==> src/rtl/shift_right_arbiter.sv <==
// shift_right_arbiter: round-robin share of one logical right shifter between
// two requesters, with a 1-deep registered result stage tagged by requester ID
// and a sticky bit (OR of shifted-out bits) for rounding.
//
// Ports
//   clk, rst_n               clock, asynchronous active-low reset
//   req0_valid/ready/a/b     requester 0 handshake, operand, shift amount
//   req1_valid/ready/a/b     requester 1 handshake, operand, shift amount
//   out_valid/out_ready      result handshake (out_valid registered)
//   out_c                    registered a >> b (zero fill)
//   out_sticky               registered OR of bits shifted out of a
//   out_id                   requester that owns out_c
//   req*_ready are combinational grants (accepted this cycle).

// Logical right shift with sticky; b >= N yields c=0, sticky=|a.
module shift_right #(
  parameter int unsigned N = 16,
  parameter int unsigned S = 4
) (
  input  logic [N-1:0] a,
  input  logic [S-1:0] b,
  output logic [N-1:0] c,
  output logic         sticky
);

  logic [N-1:0] lost_mask;

  always_comb begin
    c         = '0;
    lost_mask = '1;
    if (32'(b) < N) begin
      c         = a >> b;
      lost_mask = ~({N{1'b1}} << b);
    end
    sticky = |(a & lost_mask);
  end

endmodule

module shift_right_arbiter #(
  parameter int unsigned N = 16,
  parameter int unsigned S = 4
) (
  input  logic         clk,
  input  logic         rst_n,
  input  logic         req0_valid,
  output logic         req0_ready,
  input  logic [N-1:0] req0_a,
  input  logic [S-1:0] req0_b,
  input  logic         req1_valid,
  output logic         req1_ready,
  input  logic [N-1:0] req1_a,
  input  logic [S-1:0] req1_b,
  output logic         out_valid,
  input  logic         out_ready,
  output logic [N-1:0] out_c,
  output logic         out_sticky,
  output logic         out_id
);

  localparam logic [0:0] EMPTY = 1'b0;
  localparam logic [0:0] FULL  = 1'b1;

  logic [0:0]   state;
  logic [0:0]   state_nxt;
  logic         ptr;          // 0 favours req0, 1 favours req1
  logic         can_accept;
  logic         grant0;
  logic         grant1;
  logic         grant_any;
  logic [N-1:0] sel_a;
  logic [S-1:0] sel_b;
  logic [N-1:0] sr_c;
  logic         sr_sticky;

  // Grant and next-state; rst_n gating keeps ready low while in reset.
  always_comb begin
    can_accept = 1'b0;
    grant0     = 1'b0;
    grant1     = 1'b0;
    state_nxt  = state;
    can_accept = (state == EMPTY) || out_ready;
    grant0     = rst_n && can_accept && req0_valid && (!req1_valid || !ptr);
    grant1     = rst_n && can_accept && req1_valid && (!req0_valid ||  ptr);
    if (grant0 || grant1) begin
      state_nxt = FULL;
    end else if ((state == FULL) && out_ready) begin
      state_nxt = EMPTY;
    end
  end

  assign grant_any  = grant0 | grant1;
  assign req0_ready = grant0;
  assign req1_ready = grant1;
  assign sel_a      = grant1 ? req1_a : req0_a;
  assign sel_b      = grant1 ? req1_b : req0_b;
  assign out_valid  = (state == FULL);

  shift_right #(.N(N), .S(S)) u_shift (
    .a      (sel_a),
    .b      (sel_b),
    .c      (sr_c),
    .sticky (sr_sticky)
  );

  // State register.
  always_ff @(posedge clk or negedge rst_n) begin
    if (!rst_n) begin
      state <= EMPTY;
    end else begin
      state <= state_nxt;
    end
  end

  // Result stage and pointer load only on an accepted grant.
  always_ff @(posedge clk or negedge rst_n) begin
    if (!rst_n) begin
      out_c      <= '0;
      out_sticky <= 1'b0;
      out_id     <= 1'b0;
      ptr        <= 1'b0;
    end else if (grant_any) begin
      out_c      <= sr_c;
      out_sticky <= sr_sticky;
      out_id     <= grant1;
      ptr        <= grant0;   // last winner drops to lowest priority
    end
  end

endmodule

==> config.mk <==
export PLATFORM = sky130hd
export DESIGN_NAME = shift_right_arbiter
export DESIGN_NICKNAME = d
export VERILOG_FILES = /design/src/rtl/shift_right_arbiter.sv
export SDC_FILE = /design/constraint.sdc
export NUM_CORES = 1
export LEC_CHECK = 0
export ABC_AREA = 1
export ABC_CLOCK_PERIOD_IN_PS = 3450
export BUFFER_PORTS_ARGS = -buffer_cell sky130_fd_sc_hd__buf_2
export CAP_MARGIN = 5
export CORE_ASPECT_RATIO = 0.5
export CORE_MARGIN = 10
export CORE_UTILIZATION = 56
export DETAILED_ROUTE_END_ITERATION = 10
export GPL_TIMING_DRIVEN = 0
export PLACE_DENSITY = 0.86
export SLEW_MARGIN = 20
export SYNTH_ARGS = -nofsm -noshare
export SYNTH_HDL_FRONTEND = slang
export SYNTH_SLANG_ARGS = --single-unit
==> constraint.sdc <==
create_clock -name clk -period 3.45 [get_ports clk]
set_input_delay 0.5175 -clock clk [delete_from_list [all_inputs] [get_ports clk]]
set_output_delay 0.5175 -clock clk [all_outputs]
set_load 0.01 [all_outputs]
==> flow_metrics.py <==
metrics = {
    "floorplanning": {
        "die_h_microns": 63.8,
        "fp.dieArea_sq_um": 6860,
        "core_region_area_sq_um": 3570,
        "floorplan.io_pins": 66,
        "chipWidth_microns": 108,
        "initial_utilization": 0.602,
        "placementRows": 15,
    },
    "power_and_ir_drop": {
        "leakage_uw": 0.00156,
        "clkPwrFrac": 0.145,
        "seq_power_share": 0.315,
        "p_int_uw": 583,
        "peakVddDrop_v": 0.000188,
        "p_switching_uw": 479,
        "switching_share": 0.451,
        "power_frac_comb": 0.540,
        "power_density_nw_per_um2": 412,
    },
    "synthesis": {
        "synth_seq_area_share": 0.233,
        "number_of_enable_flip_flop_cells_after_synthesis": 0,
        "synth_top_cells_by_area": "sky130_fd_sc_hd__nand2_1, sky130_fd_sc_hd__dfrtp_1, sky130_fd_sc_hd__nand3_1, sky130_fd_sc_hd__inv_1, sky130_fd_sc_hd__nand3b_1",
        "yosysWarningCount": 0,
        "yosys_register_bits": 20,
        "synthDominantAreaCellType": "sky130_fd_sc_hd__nand2_1",
        "postSynth.topFlopCell": "sky130_fd_sc_hd__dfrtp_1",
        "post_synth_instance_area_sq_um": 2150,
        "synthCells": 382,
        "asyncSetResetFlopFracSynth": 1.00,
        "synth_top_cell_area_share": 0.290,
        "synthDistinctLibCells": 23,
        "post_synth.cell_area_avg_sq_um": 5.62,
        "mappedNetlistNets": 427,
    },
    "clocking": {
        "cts_made_buffers": 3,
        "cts.sinks": 20,
        "cts.reportedPaths.clkPinSlew_ps": 70,
        "worst_skew_pair_later_pin_latency_ps": 260,
        "tritoncts": "built",
        "clock_tree.root_cell": "sky130_fd_sc_hd__clkbuf_8",
        "post_cts_repair_setup_buffers": 0,
        "cts_hold_buffers": 0,
        "htreeDepth": 1,
        "post_cts_resized": 0,
        "maximum_buffer_depth_of_the_clock_tree": 2,
    },
    "timing": {
        "final_critical_path_setup_slack_ps": 1030,
        "timing.final.crit_period_ps": 2420,
        "unrepaired_setup_endpoints_after_global_routing": "false",
        "timing.slew.headroom": 0.694,
        "finalCritPeriodShare": 0.700,
        "worst-slew-pin-transition_ps": 459,
        "finalHoldViolCount": 0,
        "report.final.slew_viol_count": 0,
        "fin_setup_tns_ps": 0,
        "setup-violations-final": 0,
        "clock-skew-final_ps": 3.60,
        "max_freq_mhz": 414,
    },
    "detailed_routing": {
        "drt-pass1-iter-count": 5,
        "vias_per_cell": 5.48,
        "initialDrtViolationCount": 253,
        "drt_wl_total_mm": 7.22,
        "detail-route-antenna-nets": 0,
        "drt_drc_violations_left": 0,
        "routed-via-count": 2743,
        "wl_per_cell_microns": 14.4,
    },
    "layout": {
        "layout.area.seq_sq_um": 500,
        "layout.cells.non_filler": 501,
        "layout-drive-gt1-share": 0.227,
        "layout.nets": 497,
        "antenna-diode-count": 0,
        "multiInputGateArea_sq_um": 1390,
        "num-fill-cells": 325,
        "mostFrequentLayoutCell": "sky130_fd_sc_hd__nand2_1",
        "layout-area-overhead-vs-synth_pct": 20.1,
        "most_frequent_cells_in_the_layout": "sky130_fd_sc_hd__nand2_1, sky130_fd_sc_hd__buf_2, sky130_fd_sc_hd__nand3_1",
    },
    "critical_path": {
        "critical-path-slowest-cell": "sky130_fd_sc_hd__buf_2",
        "crit_path_end_kind": "register",
        "endpoint_required_time_on_the_critical_path_ps": 3600,
        "critical_path.cell_chain": "buf_2 > a21boi_2 > buf_4 > nand3b_1 > nand2_1 > buf_2 > nand3_1 > nand2_1 > nand2_1 > nor2_1 > nand2_1 > nand2_1 > a21oi_1",
        "path_buf_inv": 3,
        "critical-path-top-delay-family": "buffers and inverters",
        "critPathLaunchType": "primary input",
        "timing.critical_path.mode_cell": "sky130_fd_sc_hd__nand2_1",
        "crit_path_max_incr_delay_ps": 380,
        "crit_arrival_ps": 2560,
        "timing.setup.critical_path_class": "primary input to register",
        "timing.critical_path.fanout_max": 21,
    },
    "global_route": {
        "globalRoute.totalOverflow": 0,
        "grt_antenna_before_repair": 0,
        "grt_pass1_wl_mm": 11.5,
        "track_usage": 0.200,
        "grt_max_degree": 22,
        "grt_pass1_vias": 2480,
    },
    "placed_design": {
        "place_congestion": 0.987,
        "placement.io_buffers": 65,
        "place_inst": 498,
        "place_worst_setup_slack_ps": 766,
        "dp_hpwl_mm": 5.88,
    },
    "run": {
        "drv.max_cap_violation_count": 0,
    },
    "outcome": {
        "run_status": "finished, final reports clean",
    },
    "min_path": {
        "worst_hold_path_type": "primary input to async pin",
    },
}
[per-stage QoR]
stage	util	power, uW	cell area [sq um]	hold slack [ps]
2_1_floorplan	-	706	2150	222
3_3_place_gp	0.711	884	2530	452
3_5_place_dp	0.711	901	2530	471
4_1_cts	0.722	1050	2580	215
5_1_grt	0.722	1140	2580	244
6_report	0.722	1060	2580	196
[worst register-to-register path, cell delays in order (launching register included)]
cell and delay (ps):
sky130_fd_sc_hd__dfrtp_1 380, sky130_fd_sc_hd__inv_2 60, sky130_fd_sc_hd__a21oi_4 290, sky130_fd_sc_hd__nand2_4 110, sky130_fd_sc_hd__buf_6 160, sky130_fd_sc_hd__nand2_1 80, sky130_fd_sc_hd__nand2_2 170, sky130_fd_sc_hd__inv_2 190
sky130_fd_sc_hd__buf_4 210, sky130_fd_sc_hd__a21oi_1 90, sky130_fd_sc_hd__nor2_1 170, sky130_fd_sc_hd__a21oi_1 80
[power by group through the flow]
stage | Clock [uW] | Combinational, uW | Sequential [uW]
after floorplan | 0 | 340 | 367
after global placement | 0 | 552 | 332
after detailed placement | 0 | 564 | 337
after CTS | 152 | 567 | 334
after global routing | 160 | 638 | 342
final | 153 | 573 | 334
[routing by layer]
| metal | global-route usage | vias up | wire, microns |
|---|---|---|---|
| met2 | 0.291 | 184 | 2900 |
| met5 | 0 | - | 0 |
| li1 | - | 1342 | - |
| met1 | 0.283 | 1208 | 3200 |
| met4 | 0.0464 | 0 | 82 |
| met3 | 0.0570 | 9 | 1040 |
[final timing paths]
| check | from | endpoint | slack (ps) | cells past startpoint |
|---|---|---|---|---|
| worst max-delay path | rst_n | out_sticky$_DFFE_PN0P_ | 1030 | 13 |
| worst min-delay path | rst_n | out_c[14]$_DFFE_PN0P_ | 200 | 1 |
| worst max register to register | ptr$_DFFE_PN0P_ | out_c[2]$_DFFE_PN0P_ | 1350 | 11 |
| worst min register to register | out_c[5]$_DFFE_PN0P_ | out_c[5]$_DFFE_PN0P_ | 480 | 2 |
| max in group asynchronous | rst_n | out_c[2]$_DFFE_PN0P_ | 2930 | 1 |
| min in group clk | out_c[5]$_DFFE_PN0P_ | out_c[5]$_DFFE_PN0P_ | 480 | 2 |
[state kept, by name, indices dropped and copies added, names as in the netlist]
| register | flops |
|---|---|
| out_c | 16 |
| out_valid | 1 |
| out_id | 1 |
| ptr | 1 |
| out_sticky | 1 |
[logic make-up after synthesis]
family	share of synthesized area
AND/OR/NAND/NOR	0.593
flip-flops	0.233
AO/OA/AOI/OAI	0.0542
buffers and inverters	0.120
[area by class of cell]
cell class / count / share of cell area
Clock buffer: 3 / 0.0160
Multi-Input combinational cell: 307 / 0.539
Inverter: 38 / 0.0554
Buffer: 17 / 0.0442
Sequential cell: 20 / 0.194
Timing Repair Buffer: 65 / 0.126
Tap cell: 51 / 0.0248
[synthesized netlist by cell type, types with 2 or more instances]
| cell type | n |
|---|---|
| sky130_fd_sc_hd__buf_4 | 4 |
| sky130_fd_sc_hd__nor2_1 | 26 |
| sky130_fd_sc_hd__buf_2 | 10 |
| sky130_fd_sc_hd__nand3_1 | 65 |
| sky130_fd_sc_hd__nor2_2 | 2 |
| sky130_fd_sc_hd__o21ai_0 | 7 |
| sky130_fd_sc_hd__nand3b_1 | 14 |
| sky130_fd_sc_hd__nand2_4 | 2 |
| sky130_fd_sc_hd__inv_2 | 3 |
| sky130_fd_sc_hd__inv_1 | 35 |
| sky130_fd_sc_hd__dfrtp_1 | 20 |
| sky130_fd_sc_hd__a21oi_1 | 8 |
| sky130_fd_sc_hd__nand2_2 | 6 |
| sky130_fd_sc_hd__buf_6 | 3 |
| sky130_fd_sc_hd__nand4_1 | 4 |
| sky130_fd_sc_hd__nand2_1 | 166 |
Power figures use the tool's default switching activity.
